<file path="src/rtl/vga_pkg.sv">
// rtl/vga_pkg.sv - screen encodings and default button geometry for the menu controller
package vga_pkg;

  localparam logic [4:0] SB_START  = 5'b00001;
  localparam logic [4:0] SB_SELECT = 5'b00010;
  localparam logic [4:0] SB_GAME   = 5'b00100;
  localparam logic [4:0] SB_END    = 5'b01000;
  localparam logic [4:0] SB_PULSE  = 5'b10000;

  typedef enum logic [4:0] {
    S_START  = SB_START,
    S_SELECT = SB_SELECT,
    S_GAME   = SB_GAME,
    S_END    = SB_END,
    S_PULSE  = SB_PULSE
  } screen_t;

  localparam int DEF_N_BTN     = 2;
  localparam int DEF_BTN_X0    = 256;
  localparam int DEF_BTN_Y0    = 200;
  localparam int DEF_BTN_W     = 128;
  localparam int DEF_BTN_H     = 48;
  localparam int DEF_BTN_PITCH = 100;

endpackage

</file>
<file path="src/rtl/rect_hit.sv">
// rtl/rect_hit.sv - inclusive point-in-rectangle test for one button
module rect_hit #(
  parameter int X0 = 0,
  parameter int Y0 = 0,
  parameter int W  = 1,
  parameter int H  = 1
) (
  input  logic [11:0] i_x,
  input  logic [11:0] i_y,
  output logic        o_hit
);

  // One extra bit so the far edges never wrap near the top of the 12-bit range.
  localparam logic [12:0] X_LO = 13'(X0);
  localparam logic [12:0] X_HI = 13'(X0 + W);
  localparam logic [12:0] Y_LO = 13'(Y0);
  localparam logic [12:0] Y_HI = 13'(Y0 + H);

  logic [12:0] w_x;
  logic [12:0] w_y;

  assign w_x   = {1'b0, i_x};
  assign w_y   = {1'b0, i_y};
  assign o_hit = (w_x >= X_LO) && (w_x <= X_HI) && (w_y >= Y_LO) && (w_y <= Y_HI);

endmodule

</file>
<file path="src/rtl/menu_screen_ctrl.sv">
// rtl/menu_screen_ctrl.sv - mouse-driven menu screen sequencer with game-reset pulse
module menu_screen_ctrl
  import vga_pkg::*;
#(
  parameter int N_BTN       = DEF_N_BTN,
  parameter int BTN_X0      = DEF_BTN_X0,
  parameter int BTN_Y0      = DEF_BTN_Y0,
  parameter int BTN_W       = DEF_BTN_W,
  parameter int BTN_H       = DEF_BTN_H,
  parameter int BTN_PITCH   = DEF_BTN_PITCH,
  parameter int RST_LEN     = 4,
  parameter int END_TIMEOUT = 0
) (
  input  logic                                      clk,
  input  logic                                      rst,
  input  logic                                      MouseLeft,
  input  logic                                      MouseRight,
  input  logic [11:0]                               xpos,
  input  logic [11:0]                               ypos,
  input  logic [1:0]                                resoult,
  output logic [4:0]                                state_bin,
  output logic                                      rst_sys,
  output logic [$clog2((N_BTN > 2) ? N_BTN : 2)-1:0] mode_sel,
  output logic [N_BTN-1:0]                          hover,
  output logic [1:0]                                result_q
);

  localparam int IDX_W  = $clog2((N_BTN > 2) ? N_BTN : 2);
  localparam int PCNT_W = (RST_LEN > 1) ? $clog2(RST_LEN) : 1;
  localparam int TCNT_W = (END_TIMEOUT > 1) ? $clog2(END_TIMEOUT) : 1;
  localparam logic [PCNT_W-1:0] P_LAST = PCNT_W'(RST_LEN - 1);
  localparam logic [TCNT_W-1:0] T_LAST = TCNT_W'((END_TIMEOUT > 0) ? END_TIMEOUT - 1 : 0);

  logic [N_BTN-1:0] w_hit;
  logic [IDX_W-1:0] w_hit_idx;
  logic             w_any;
  logic             w_lpress;
  logic             w_rpress;

  screen_t          r_state, w_state_nxt;
  screen_t          r_target, w_target_nxt;
  logic [PCNT_W-1:0] r_pcnt, w_pcnt_nxt;
  logic [TCNT_W-1:0] r_tcnt, w_tcnt_nxt;
  logic [IDX_W-1:0] r_mode_sel, w_mode_nxt;
  logic [1:0]       r_result_q, w_result_nxt;
  logic [N_BTN-1:0] r_hover;
  logic             r_ml_q;
  logic             r_mr_q;

  for (genvar g = 0; g < N_BTN; g++) begin : g_btn
    rect_hit #(
      .X0(BTN_X0),
      .Y0(BTN_Y0 + g * BTN_PITCH),
      .W (BTN_W),
      .H (BTN_H)
    ) u_hit (
      .i_x  (xpos),
      .i_y  (ypos),
      .o_hit(w_hit[g])
    );
  end

  // Scan downward so the lowest hit index wins on overlap.
  always_comb begin
    w_hit_idx = '0;
    for (int i = N_BTN - 1; i >= 0; i--) begin
      if (w_hit[i]) w_hit_idx = IDX_W'(i);
    end
  end

  assign w_any    = |w_hit;
  assign w_lpress = MouseLeft & ~r_ml_q;
  assign w_rpress = MouseRight & ~r_mr_q;

  always_ff @(posedge clk) begin
    if (rst) begin
      r_state    <= S_START;
      r_target   <= S_START;
      r_pcnt     <= '0;
      r_tcnt     <= '0;
      r_mode_sel <= '0;
      r_result_q <= '0;
      r_hover    <= '0;
      r_ml_q     <= MouseLeft;
      r_mr_q     <= MouseRight;
    end else begin
      r_state    <= w_state_nxt;
      r_target   <= w_target_nxt;
      r_pcnt     <= w_pcnt_nxt;
      r_tcnt     <= w_tcnt_nxt;
      r_mode_sel <= w_mode_nxt;
      r_result_q <= w_result_nxt;
      r_hover    <= w_hit;
      r_ml_q     <= MouseLeft;
      r_mr_q     <= MouseRight;
    end
  end

  always_comb begin
    w_state_nxt  = r_state;
    w_target_nxt = r_target;
    w_pcnt_nxt   = '0;
    w_tcnt_nxt   = '0;
    w_mode_nxt   = r_mode_sel;
    w_result_nxt = r_result_q;
    case (r_state)
      S_START: begin
        if (w_lpress && w_any) begin
          w_state_nxt = S_SELECT;
          w_mode_nxt  = w_hit_idx;
        end
      end
      S_SELECT: begin
        if (w_rpress) w_state_nxt = S_GAME;
      end
      S_GAME: begin
        if (w_rpress || (resoult != 2'b00)) begin
          w_state_nxt  = S_END;
          w_result_nxt = resoult;
        end
      end
      S_END: begin
        if (w_lpress && w_any && (w_hit_idx == IDX_W'(0))) begin
          w_state_nxt  = S_PULSE;
          w_target_nxt = S_SELECT;
        end else if (w_lpress && w_any && (w_hit_idx == IDX_W'(1))) begin
          w_state_nxt  = S_PULSE;
          w_target_nxt = S_START;
        end else if (!w_lpress && (END_TIMEOUT > 0)) begin
          if (r_tcnt == T_LAST) begin
            w_state_nxt  = S_PULSE;
            w_target_nxt = S_START;
          end else begin
            w_tcnt_nxt = r_tcnt + 1'b1;
          end
        end
      end
      S_PULSE: begin
        if (r_pcnt == P_LAST) w_state_nxt = r_target;
        else                  w_pcnt_nxt  = r_pcnt + 1'b1;
      end
      default: w_state_nxt = S_START;
    endcase
  end

  assign state_bin = r_state;
  assign rst_sys   = (r_state == S_PULSE);
  assign mode_sel  = r_mode_sel;
  assign hover     = r_hover;
  assign result_q  = r_result_q;

endmodule

</file>
<file path="config.mk">
export PLATFORM = sky130hd
export DESIGN_NAME = menu_screen_ctrl
export DESIGN_NICKNAME = d
export VERILOG_FILES = /design/src/rtl/vga_pkg.sv /design/src/rtl/rect_hit.sv /design/src/rtl/menu_screen_ctrl.sv
export SDC_FILE = /design/constraint.sdc
export NUM_CORES = 1
export LEC_CHECK = 0
export BUFFER_PORTS_ARGS = -buffer_cell sky130_fd_sc_hd__buf_2
export CAP_MARGIN = 0
export CORE_ASPECT_RATIO = 1.5
export CORE_MARGIN = 2
export CORE_UTILIZATION = 47
export CTS_CLUSTER_SIZE = 10
export DETAILED_ROUTE_END_ITERATION = 8
export GPL_TIMING_DRIVEN = 0
export PLACE_DENSITY = 0.82
export SYNTH_ARGS = -nofsm -noshare
export SYNTH_HDL_FRONTEND = slang
export SYNTH_SLANG_ARGS = --single-unit
</file>
<file path="constraint.sdc">
create_clock -name clk -period 2.65 [get_ports clk]
set_clock_uncertainty 0.15 [all_clocks]
set_input_delay 0.3975 -clock clk [delete_from_list [all_inputs] [get_ports clk]]
set_output_delay 0.3975 -clock clk [all_outputs]
set_load 0.02 [all_outputs]
</file>
==> reports/metrics.yaml <==
status: "completed"
diodes: 0
p_int_uw: 361.8
num_io_pins: 41
grt_max_degree: 11
postCtsSetupBuffers: 0
p_leak_uw: 0.0005168
grt_usage: 0.2445
finalCritPeriodShare: 0.7922
r2r_slack_ns: 0.62
drv_cap: 0
cts_tree: "built"
avgSynthCellArea_um2: 8.041
hold_viol_final: 0
synth_top_area_share: 0.3265
power_density_nw_per_um2: 386.0
hold_ws_ns: 0.05991
grt_pass1_wl_mm: 4.271
crit_type: "in -> reg"
grt_pass1_vias: 1102
synth_warnings: 0
tns_ns: 0
cp_data_required_time_ns: 2.68
power_frac_comb: 0.135
ant_nets: 0
dpl_worst_slack_ns: 0.2467
min_period_ns: 2.099
synth_cell_types: 39
vias: 1145
die_area_um2: 2476
rsz0062_at_grt: "false"
cts-root-buf: "clkbuf_4"
synth_nets: 153
r2r-end: "state_bin[0]"
ctsHoldBuffers: 0
cts_buffers: 3
endpoint_kind: "flip-flop"
routed_wl_mm: 2.586
remaining_drc_errors: 0
power.switching_uw: 118.8
place_congestion: 0.8289
ir_drop_uv: 259.5
nets: 198
yosysTopAreaCell: "dfxtp_1"
most-common-layout-cells: "buf_2, nor2_1, dfxtp_1"
worstHoldPathCells: 1
tightestPinTransition_ns: 0.4972
clkTransAtPathRegs_ns: 0.10
fill_cells: 185
mappedNetlistArea_um2: 980.9
r2r_start: "state_bin[2]"
reg2reg_depth: 6
setup_violations: 0
vias_per_cell: 6.090
clkSinkCount: 16
postCtsResizedCells: 0
power_frac_clock: 0.342
layout_commonest_cell: "buf_2"
dpl_cell_area_um2: 1209
timing.fmax_mhz: 476.4
drt_iter0_markers: 20
hold_end: "r_mr_q"
routedWlPerCell_um: 13.76
worstSkewPairLatency_ns: 0.29
pwr-share-seq: 0.523
min_from: "MouseRight"
clock_path_buffers: 2
syn_inst: 122
core-area_um2: 2002
synth-seq-cells: 16
slew_violations: 0
antenna_found_initial: 0
drt-pass1-iter-count: 4
die_w_um: 41.30
layout-drive-gt1-share: 0.2952
worst-path-max-fanout: 3
std_cell_rows: 20
netSwitchingFraction: 0.2472
die_h_um: 59.95
cp.arrival_ns: 2.13
timing.final.ws_setup_ns: 0.5507
final_area_um2: 1245
dp_hpwl_mm: 2.153
hp-class: "in -> reg"
area_delta_synth_final_pct: 26.91
crit_path_start_kind: "input pin"
overflow: 0
portBuffers: 40
slew_headroom: 0.6655
ys_seq_area_frac: 0.3265
start_util: 0.4900
yosys-top-cells-area: "dfxtp_1, nor2_1, a21oi_1"
power_uw: 480.6
htree_levels: 1
## sequential cells by signal, summed over array words and instances, names as in the netlist
name / cells
state_bin: 5
hover: 2
r_pcnt: 2
r_target: 2
result_q: 2
mode_sel: 1
r_ml_q: 1
r_mr_q: 1
## worst max path at each step
stage | slack [ns] | to | cells after the start | start
2_1_floorplan | 0.58 | r_target[0] | 5 | xpos[3]
3_3_place_gp | 0.35 | r_target[0] | 6 | ypos[10]
3_5_place_dp | 0.25 | r_target[0] | 6 | ypos[10]
4_1_cts | 0.54 | r_target[0] | 6 | ypos[10]
5_1_grt | 0.29 | r_target[0] | 6 | ypos[10]
6_report | 0.55 | r_target[0] | 6 | ypos[10]
## cell usage after synthesis (all sizes together)
| master | instances |
|---|---|
| a211o | 3 |
| a21oi | 9 |
| a221oi | 1 |
| a31oi | 2 |
| a41oi | 1 |
| and2 | 1 |
| and3 | 3 |
| and4 | 1 |
| buf | 1 |
| clkbuf | 3 |
| dfxtp | 16 |
| ha | 1 |
| inv | 4 |
| mux2i | 2 |
| nand2 | 9 |
| nand2b | 3 |
| nand3 | 5 |
| nand4b | 2 |
| nor2 | 17 |
| nor2b | 2 |
| nor3 | 5 |
| nor3b | 3 |
| nor4 | 6 |
| nor4b | 1 |
| o2111a | 1 |
| o2111ai | 1 |
| o21a | 1 |
| o21ai | 5 |
| o311a | 2 |
| o311ai | 1 |
| o31ai | 2 |
| o41ai | 2 |
| or3 | 2 |
| or4 | 2 |
| or4b | 2 |
## kinds of logic after synthesis
kind of cell,Yosys count,share of synthesized area
AND/OR/NAND/NOR,64,0.3674
AO/OA/AOI/OAI,31,0.2385
flip-flops,16,0.3265
buffers and inverters,8,0.03444
multiplexers,2,0.02041
adder cells (fa/ha/maj),1,0.01275
## metrics by stage
stage	std cells	utilization
finish	188	0.6219
global route	188	0.6219
CTS	188	0.6219
detailed placement	184	0.6038
global placement	184	0.6038
floorplan	122	-
## power groups by stage
| stage | Sequential, uW | Combinational (uW) | Clock, uW |
|---|---|---|---|
| global route | 252 | 73.1 | 173 |
| detailed placement | 257 | 64.7 | 0 |
| global placement | 257 | 61.1 | 0 |
| finish | 251 | 65.0 | 164 |
| floorplan | 256 | 28.5 | 0 |
| CTS | 251 | 65.0 | 165 |
## area by class of cell
cell class	count	area, um^2	area share
Multi-Input combinational cell	98	626.9	0.5035
Sequential cell	16	320.3	0.2573
Timing Repair Buffer	40	200.2	0.1608
Clock buffer	4	36.28	0.02915
Tap cell	22	27.53	0.02211
Buffer	4	18.77	0.01508
Inverter	4	15.01	0.01206
## metal layers
metal	part of all wire	vias to the layer above	global-route usage
li1	-	565	-
met1	0.36	535	0.2309
met2	0.57	39	0.4688
met3	0.044	6	0.03346
met4	0.022	0	0.1106
met5	0	-	0
## worst max-delay path, cell delays in order
cell and delay [ns]:
buf_2 0.11, nor4_1 0.39, nor4b_1 0.46, o2111ai_1 0.25, or3_1 0.41, o311a_1 0.11
(Power assumes the default switching activity.)
